[src/rtl/dsel_pkg.sv]
// Shared definitions for the data-select sequencer: state codes, mux control
// encodings and default parameters.
package dsel_pkg;

  localparam int DSEL_ADDR_W = 4;
  localparam int DSEL_SETTLE = 2;

  localparam logic DSEL_CTL_DB  = 1'b0;
  localparam logic DSEL_CTL_ROM = 1'b1;

  typedef enum logic [1:0] {
    ST_IDLE  = 2'd0,
    ST_SETUP = 2'd1,
    ST_VALID = 2'd2,
    ST_DONE  = 2'd3
  } dsel_state_t;

  // Maps the latched operand source onto the mux control encoding.
  function automatic logic ctl_for(input logic use_rom);
    return use_rom ? DSEL_CTL_ROM : DSEL_CTL_DB;
  endfunction

endpackage

[src/rtl/dsel_seq_ctrl_if.sv]
// Command and operand-handshake bundle between the top level, the sequencer
// and the data-select/ROM datapath.
interface dsel_seq_ctrl_if
  import dsel_pkg::*;
#(
  parameter int ADDR_W = DSEL_ADDR_W
);

  logic              start;
  logic              use_rom;
  logic [ADDR_W-1:0] base_addr;
  logic [ADDR_W-1:0] len;
  logic              abort;
  logic              ctl;
  logic [ADDR_W-1:0] rom_addr;
  logic              op_valid;
  logic              op_ready;
  logic [ADDR_W-1:0] op_idx;
  logic              busy;
  logic              done;

  modport master (
    output start, use_rom, base_addr, len, abort, op_ready,
    input  ctl, rom_addr, op_valid, op_idx, busy, done
  );

  modport slave (
    input  start, use_rom, base_addr, len, abort, op_ready,
    output ctl, rom_addr, op_valid, op_idx, busy, done
  );

endinterface

[src/rtl/dsel_seq_ctrl.sv]
// Sequencer for the 8-bit data-select stage: steps the mux control and ROM
// address through a run of operands and hands each settled pair downstream.
module dsel_seq_ctrl
  import dsel_pkg::*;
#(
  parameter int ADDR_W = DSEL_ADDR_W,
  parameter int SETTLE = DSEL_SETTLE
) (
  input  logic           clk,
  input  logic           rst_n,
  dsel_seq_ctrl_if.slave bus
);

  localparam int                CNT_W     = $clog2(SETTLE + 1);
  localparam logic [CNT_W-1:0]  SETTLE_LD = CNT_W'(SETTLE);
  localparam logic [CNT_W-1:0]  CNT_ONE   = CNT_W'(1);
  localparam logic [ADDR_W-1:0] ADDR_ONE  = ADDR_W'(1);

  dsel_state_t       state_q;
  logic [CNT_W-1:0]  settle_q;
  logic [ADDR_W-1:0] last_q;
  logic              ctl_q;
  logic [ADDR_W-1:0] rom_addr_q;
  logic              op_valid_q;
  logic [ADDR_W-1:0] idx_q;
  logic              busy_q;
  logic              done_q;

  // Every output is a register; ctl and rom_addr move only on start or on an
  // index advance, so the select stage always sees them stable while op_valid.
  always_ff @(posedge clk or negedge rst_n) begin
    if (!rst_n) begin
      state_q    <= ST_IDLE;
      settle_q   <= '0;
      last_q     <= '0;
      ctl_q      <= 1'b0;
      rom_addr_q <= '0;
      op_valid_q <= 1'b0;
      idx_q      <= '0;
      busy_q     <= 1'b0;
      done_q     <= 1'b0;
    end else begin
      done_q <= 1'b0;
      case (state_q)
        ST_IDLE: begin
          if (bus.start) begin
            busy_q <= 1'b1;
            if (bus.len != '0) begin
              ctl_q      <= ctl_for(bus.use_rom);
              rom_addr_q <= bus.base_addr;
              idx_q      <= '0;
              last_q     <= bus.len - ADDR_ONE;
              settle_q   <= SETTLE_LD;
              state_q    <= ST_SETUP;
            end else begin
              done_q  <= 1'b1;
              state_q <= ST_DONE;
            end
          end
        end

        ST_SETUP: begin
          if (bus.abort) begin
            done_q  <= 1'b1;
            state_q <= ST_DONE;
          end else if (settle_q == CNT_ONE) begin
            op_valid_q <= 1'b1;
            state_q    <= ST_VALID;
          end else begin
            settle_q <= settle_q - CNT_ONE;
          end
        end

        // Abort outranks a same-cycle handshake: the transfer still happened
        // downstream, but the run ends here.
        ST_VALID: begin
          if (bus.abort) begin
            op_valid_q <= 1'b0;
            done_q     <= 1'b1;
            state_q    <= ST_DONE;
          end else if (bus.op_ready) begin
            op_valid_q <= 1'b0;
            if (idx_q == last_q) begin
              done_q  <= 1'b1;
              state_q <= ST_DONE;
            end else begin
              idx_q      <= idx_q + ADDR_ONE;
              rom_addr_q <= rom_addr_q + ADDR_ONE;
              settle_q   <= SETTLE_LD;
              state_q    <= ST_SETUP;
            end
          end
        end

        ST_DONE: begin
          busy_q  <= 1'b0;
          state_q <= ST_IDLE;
        end

        default: begin
          op_valid_q <= 1'b0;
          busy_q     <= 1'b0;
          state_q    <= ST_IDLE;
        end
      endcase
    end
  end

  assign bus.ctl      = ctl_q;
  assign bus.rom_addr = rom_addr_q;
  assign bus.op_valid = op_valid_q;
  assign bus.op_idx   = idx_q;
  assign bus.busy     = busy_q;
  assign bus.done     = done_q;

endmodule

[src/flat_wrapper.sv]
// flat-port wrapper written by rule: the top's interface ports become plain ports
module dsel_seq_ctrl_flat import dsel_pkg::*;
#(
  parameter int ADDR_W = DSEL_ADDR_W,
  parameter int SETTLE = DSEL_SETTLE
)
  (clk, rst_n, bus_start, bus_use_rom, bus_base_addr, bus_len, bus_abort, bus_op_ready, bus_ctl, bus_rom_addr, bus_op_valid, bus_op_idx, bus_busy, bus_done);
  dsel_seq_ctrl_if #(.ADDR_W(ADDR_W)) bus_i ();
  input  logic clk;
  input  logic rst_n;
  input wire logic [$bits(bus_i.start)-1:0] bus_start;
  input wire logic [$bits(bus_i.use_rom)-1:0] bus_use_rom;
  input wire logic [$bits(bus_i.base_addr)-1:0] bus_base_addr;
  input wire logic [$bits(bus_i.len)-1:0] bus_len;
  input wire logic [$bits(bus_i.abort)-1:0] bus_abort;
  input wire logic [$bits(bus_i.op_ready)-1:0] bus_op_ready;
  output wire logic [$bits(bus_i.ctl)-1:0] bus_ctl;
  output wire logic [$bits(bus_i.rom_addr)-1:0] bus_rom_addr;
  output wire logic [$bits(bus_i.op_valid)-1:0] bus_op_valid;
  output wire logic [$bits(bus_i.op_idx)-1:0] bus_op_idx;
  output wire logic [$bits(bus_i.busy)-1:0] bus_busy;
  output wire logic [$bits(bus_i.done)-1:0] bus_done;
  assign bus_i.start = bus_start;
  assign bus_i.use_rom = bus_use_rom;
  assign bus_i.base_addr = bus_base_addr;
  assign bus_i.len = bus_len;
  assign bus_i.abort = bus_abort;
  assign bus_i.op_ready = bus_op_ready;
  assign bus_ctl = bus_i.ctl;
  assign bus_rom_addr = bus_i.rom_addr;
  assign bus_op_valid = bus_i.op_valid;
  assign bus_op_idx = bus_i.op_idx;
  assign bus_busy = bus_i.busy;
  assign bus_done = bus_i.done;
  dsel_seq_ctrl #(.ADDR_W(ADDR_W), .SETTLE(SETTLE)) u_core (.clk(clk), .rst_n(rst_n), .bus(bus_i));
endmodule
[config.mk]
export PLATFORM = sky130hd
export DESIGN_NAME = dsel_seq_ctrl_flat
export DESIGN_NICKNAME = d
export VERILOG_FILES = /design/src/rtl/dsel_pkg.sv /design/src/rtl/dsel_seq_ctrl_if.sv /design/src/rtl/dsel_seq_ctrl.sv /design/src/flat_wrapper.sv
export SDC_FILE = /design/constraint.sdc
export NUM_CORES = 1
export LEC_CHECK = 0
export CAP_MARGIN = 20
export CORE_UTILIZATION = 45
export DETAILED_ROUTE_END_ITERATION = 8
export PLACE_DENSITY = 0.75
export SYNTH_ARGS = -nofsm -noshare
export SYNTH_HDL_FRONTEND = slang
export SYNTH_SLANG_ARGS = --single-unit
[constraint.sdc]
create_clock -name clk -period 2.1 [get_ports clk]
set_input_delay 0.21 -clock clk [delete_from_list [all_inputs] [get_ports clk]]
set_output_delay 0.21 -clock clk [all_outputs]
set_load 0.01 [all_outputs]
==> results.yml <==
yosys:
  async_flop_share_pct: 100
  ys.warnings.count: 0
  synth_flop_cell: "dfrtp_1"
  synth_area_mm2: 0.00121
  yosysMostFrequentCell: "dfrtp_1"
  synth.area.top_cells: "dfrtp_1, xor2_1, ha_1"
  synth-seq-area-share_pct: 41.4
  synth_commonest_cells: "dfrtp_1, inv_1, nand2_1, o21ai_0"
  netlist_instances: 125
  syn_avg_cell_area_um2: 9.68
  syn-num-nets: 143
  synth_seq_cells: 20
  synth_top_area_cell: "dfrtp_1"
  synth_top_area_share_pct: 41.4
  synth_edf_count: 0
  synth_cell_types: 44
drt:
  first_pass_iters: 4
  wl_per_cell_um: 14.6
  ant_nets: 0
  wl_mm: 2.75
  drc: 0
  first_iter_violations: 24
  vias: 1075
  vias_per_cell: 5.72
global_routing:
  grt_max_degree: 21
  grt-ovfl-total: 0
  grt_pass1_wl_mm: 4.55
  antenna_found_initial: 0
  grt_pass1_vias: 1030
  grt_usage_pct: 22.0
clock_tree:
  ctsLongestPathBuffers: 2
  path_clk_slew_ns: 0.12
  hold_buffers: 0
  clk_latency_ns: 0.30
  cts_sinks: 20
  ctsResizeCount: 0
  cts-htree-levels: 1
  root_buffer: "clkbuf_4"
  cts_tree: "done"
  post_cts_buffers: 0
  cts_made_buffers: 3
die:
  coreArea_mm2: 0.00250
  ios: 26
  initial_utilization_pct: 48.4
  die_w_um: 53.9
  die_area_mm2: 0.00290
  die_h_um: 53.9
  placementRows: 18
power:
  p_leak_nw: 0.710
  power_density_mw_per_mm2: 1360
  ir_drop_mv: 0.866
placed_design:
  gp_congestion: 0.769
  dpl.hpwl_mm: 2.08
  dp.cells: 184
  postPlaceCellArea_mm2: 0.00154
  portBuffers: 25
sta:
  finalHoldViolations: 0
  tns_ns: 0
  fin_crit_sh_pct: 89.4
  setup_viol: 0
  period_needed_ns: 1.88
  slew_headroom_pct: 65.7
  skew_ns: 0.00493
  rsz0062_at_grt: "false"
  fmax_mhz: 532
  slew_violations: 0
  worstMarginPinSlew_ns: 0.507
final_layout:
  area_growth_pct: 30.3
  fillers: 218
  instances_no_fill: 188
  num_antenna_cells: 0
  final_nets: 177
  stdcell_area_mm2: 0.00158
  drive_gt1_share_pct: 13.3
worst_setup_path:
  critPathMaxFanout: 5
  required_ns: 2.31
  arrival_ns: 2.08
  path_cells: "xor2_1 -> or4_1 -> buf_4 -> o211a_1 -> o221a_2"
  critPathKind: "flip-flop to flip-flop"
  crit_path_top_delay_cell: "or4_1"
  start_kind: "flip-flop"
  max_stage_delay_ns: 0.58
  crit_path_end_kind: "flip-flop"
min_path:
  hold_class: "input pin to asynchronous set/reset pin"
run:
  maxCapViolations: 0
run_status:
  status: "complete, no violations"
-- routing by layer --
layer	GRT usage [%]	vias up	wire [um]
li1	-	517	-
met1	28.4	524	1280
met2	36.8	32	1310
met3	3.95	2	137
met4	7.02	0	15
met5	0	-	0
-- cell type report --
class	instances	area [um2]	area share (%)
Tap cell	30	37.5	2.38
Multi-Input combinational cell	87	632	40.1
Clock buffer	4	36.3	2.30
Timing Repair Buffer	35	325	20.6
Inverter	12	45.0	2.86
Sequential cell	20	500	31.7
-- worst max-delay path: cells and delay by family (launching register included) --
family | cells | cell delay (ns)
xor gates and xnor gates | 1 | 0.17
DFF | 1 | 0.41
and+or+nand+nor | 1 | 0.58
buffers and inverters | 1 | 0.19
AOI/OAI and AO/OA | 2 | 0.44
-- metrics by stage --
| stage | hold slack (ns) | setup WS [ns] | power, mW | util (%) |
|---|---|---|---|---|
| 5_1_grt | 0.251 | 0.154 | 2.33 | 63.1 |
| 3_5_place_dp | 0.471 | 0.0157 | 1.92 | 61.6 |
| 4_1_cts | 0.230 | 0.217 | 2.16 | 63.1 |
| 6_report | 0.229 | 0.222 | 2.15 | 63.1 |
| 3_3_place_gp | 0.460 | 0.0799 | 1.88 | 61.6 |
| 2_1_floorplan | -0.0856 | 0.0728 | 1.45 | - |
-- registers in the layout, indices dropped and copies added (netlist names) --
name,flops
u_core.bus.busy,1
u_core.bus.ctl,1
u_core.bus.done,1
u_core.bus.op_idx,4
u_core.bus.op_valid,1
u_core.bus.rom_addr,4
u_core.last_q,4
u_core.settle_q,2
u_core.state_q,2
-- worst paths after layout --
| check | cells after the start | to | slack, ns | startpoint |
|---|---|---|---|---|
| min reg2reg | 2 | u_core.bus.ctl | 0.50 | u_core.bus.ctl |
| min | 2 | u_core.bus.busy | 0.23 | rst_n |
| min in group clk | 3 | u_core.bus.ctl | 0.42 | bus_use_rom |
| max reg2reg | 5 | u_core.bus.rom_addr[3] | 0.22 | u_core.bus.op_idx[2] |
| max in group asynchronous | 2 | u_core.last_q[0] | 1.66 | rst_n |
| max | 5 | u_core.bus.rom_addr[3] | 0.22 | u_core.bus.op_idx[2] |
-- cells in the final DEF, fill, tap and decap left out, types with 4 or more instances in the layout --
cell	count
clkdlybuf4s50_1	25
dfrtp_1	20
inv_1	11
buf_4	10
nand2_1	9
o21ai_0	8
xor2_1	6
nor2_1	6
mux2i_1	5
nor3b_1	4
ha_1	4
-- report_power, final --
group          switching [mW]  total [mW]  internal [mW]
clock                   0.127       0.233          0.106
combinational           0.588        1.22          0.635
sequential              0.134       0.693          0.559
-- cells by family (layout without fill, tap and decap cells) --
group | after synthesis | after routing | share of synthesized area (%)
AOI/OAI and AO/OA | 32 | 32 | 19.6
xor gates and xnor gates | 8 | 8 | 5.79
adders and majority gates | 4 | 4 | 4.14
buffers and inverters | 18 | 51 | 6.41
DFF | 20 | 20 | 41.4
muxes | 7 | 7 | 6.31
and+or+nand+nor | 36 | 36 | 16.3
(Power assumes the default switching activity.)
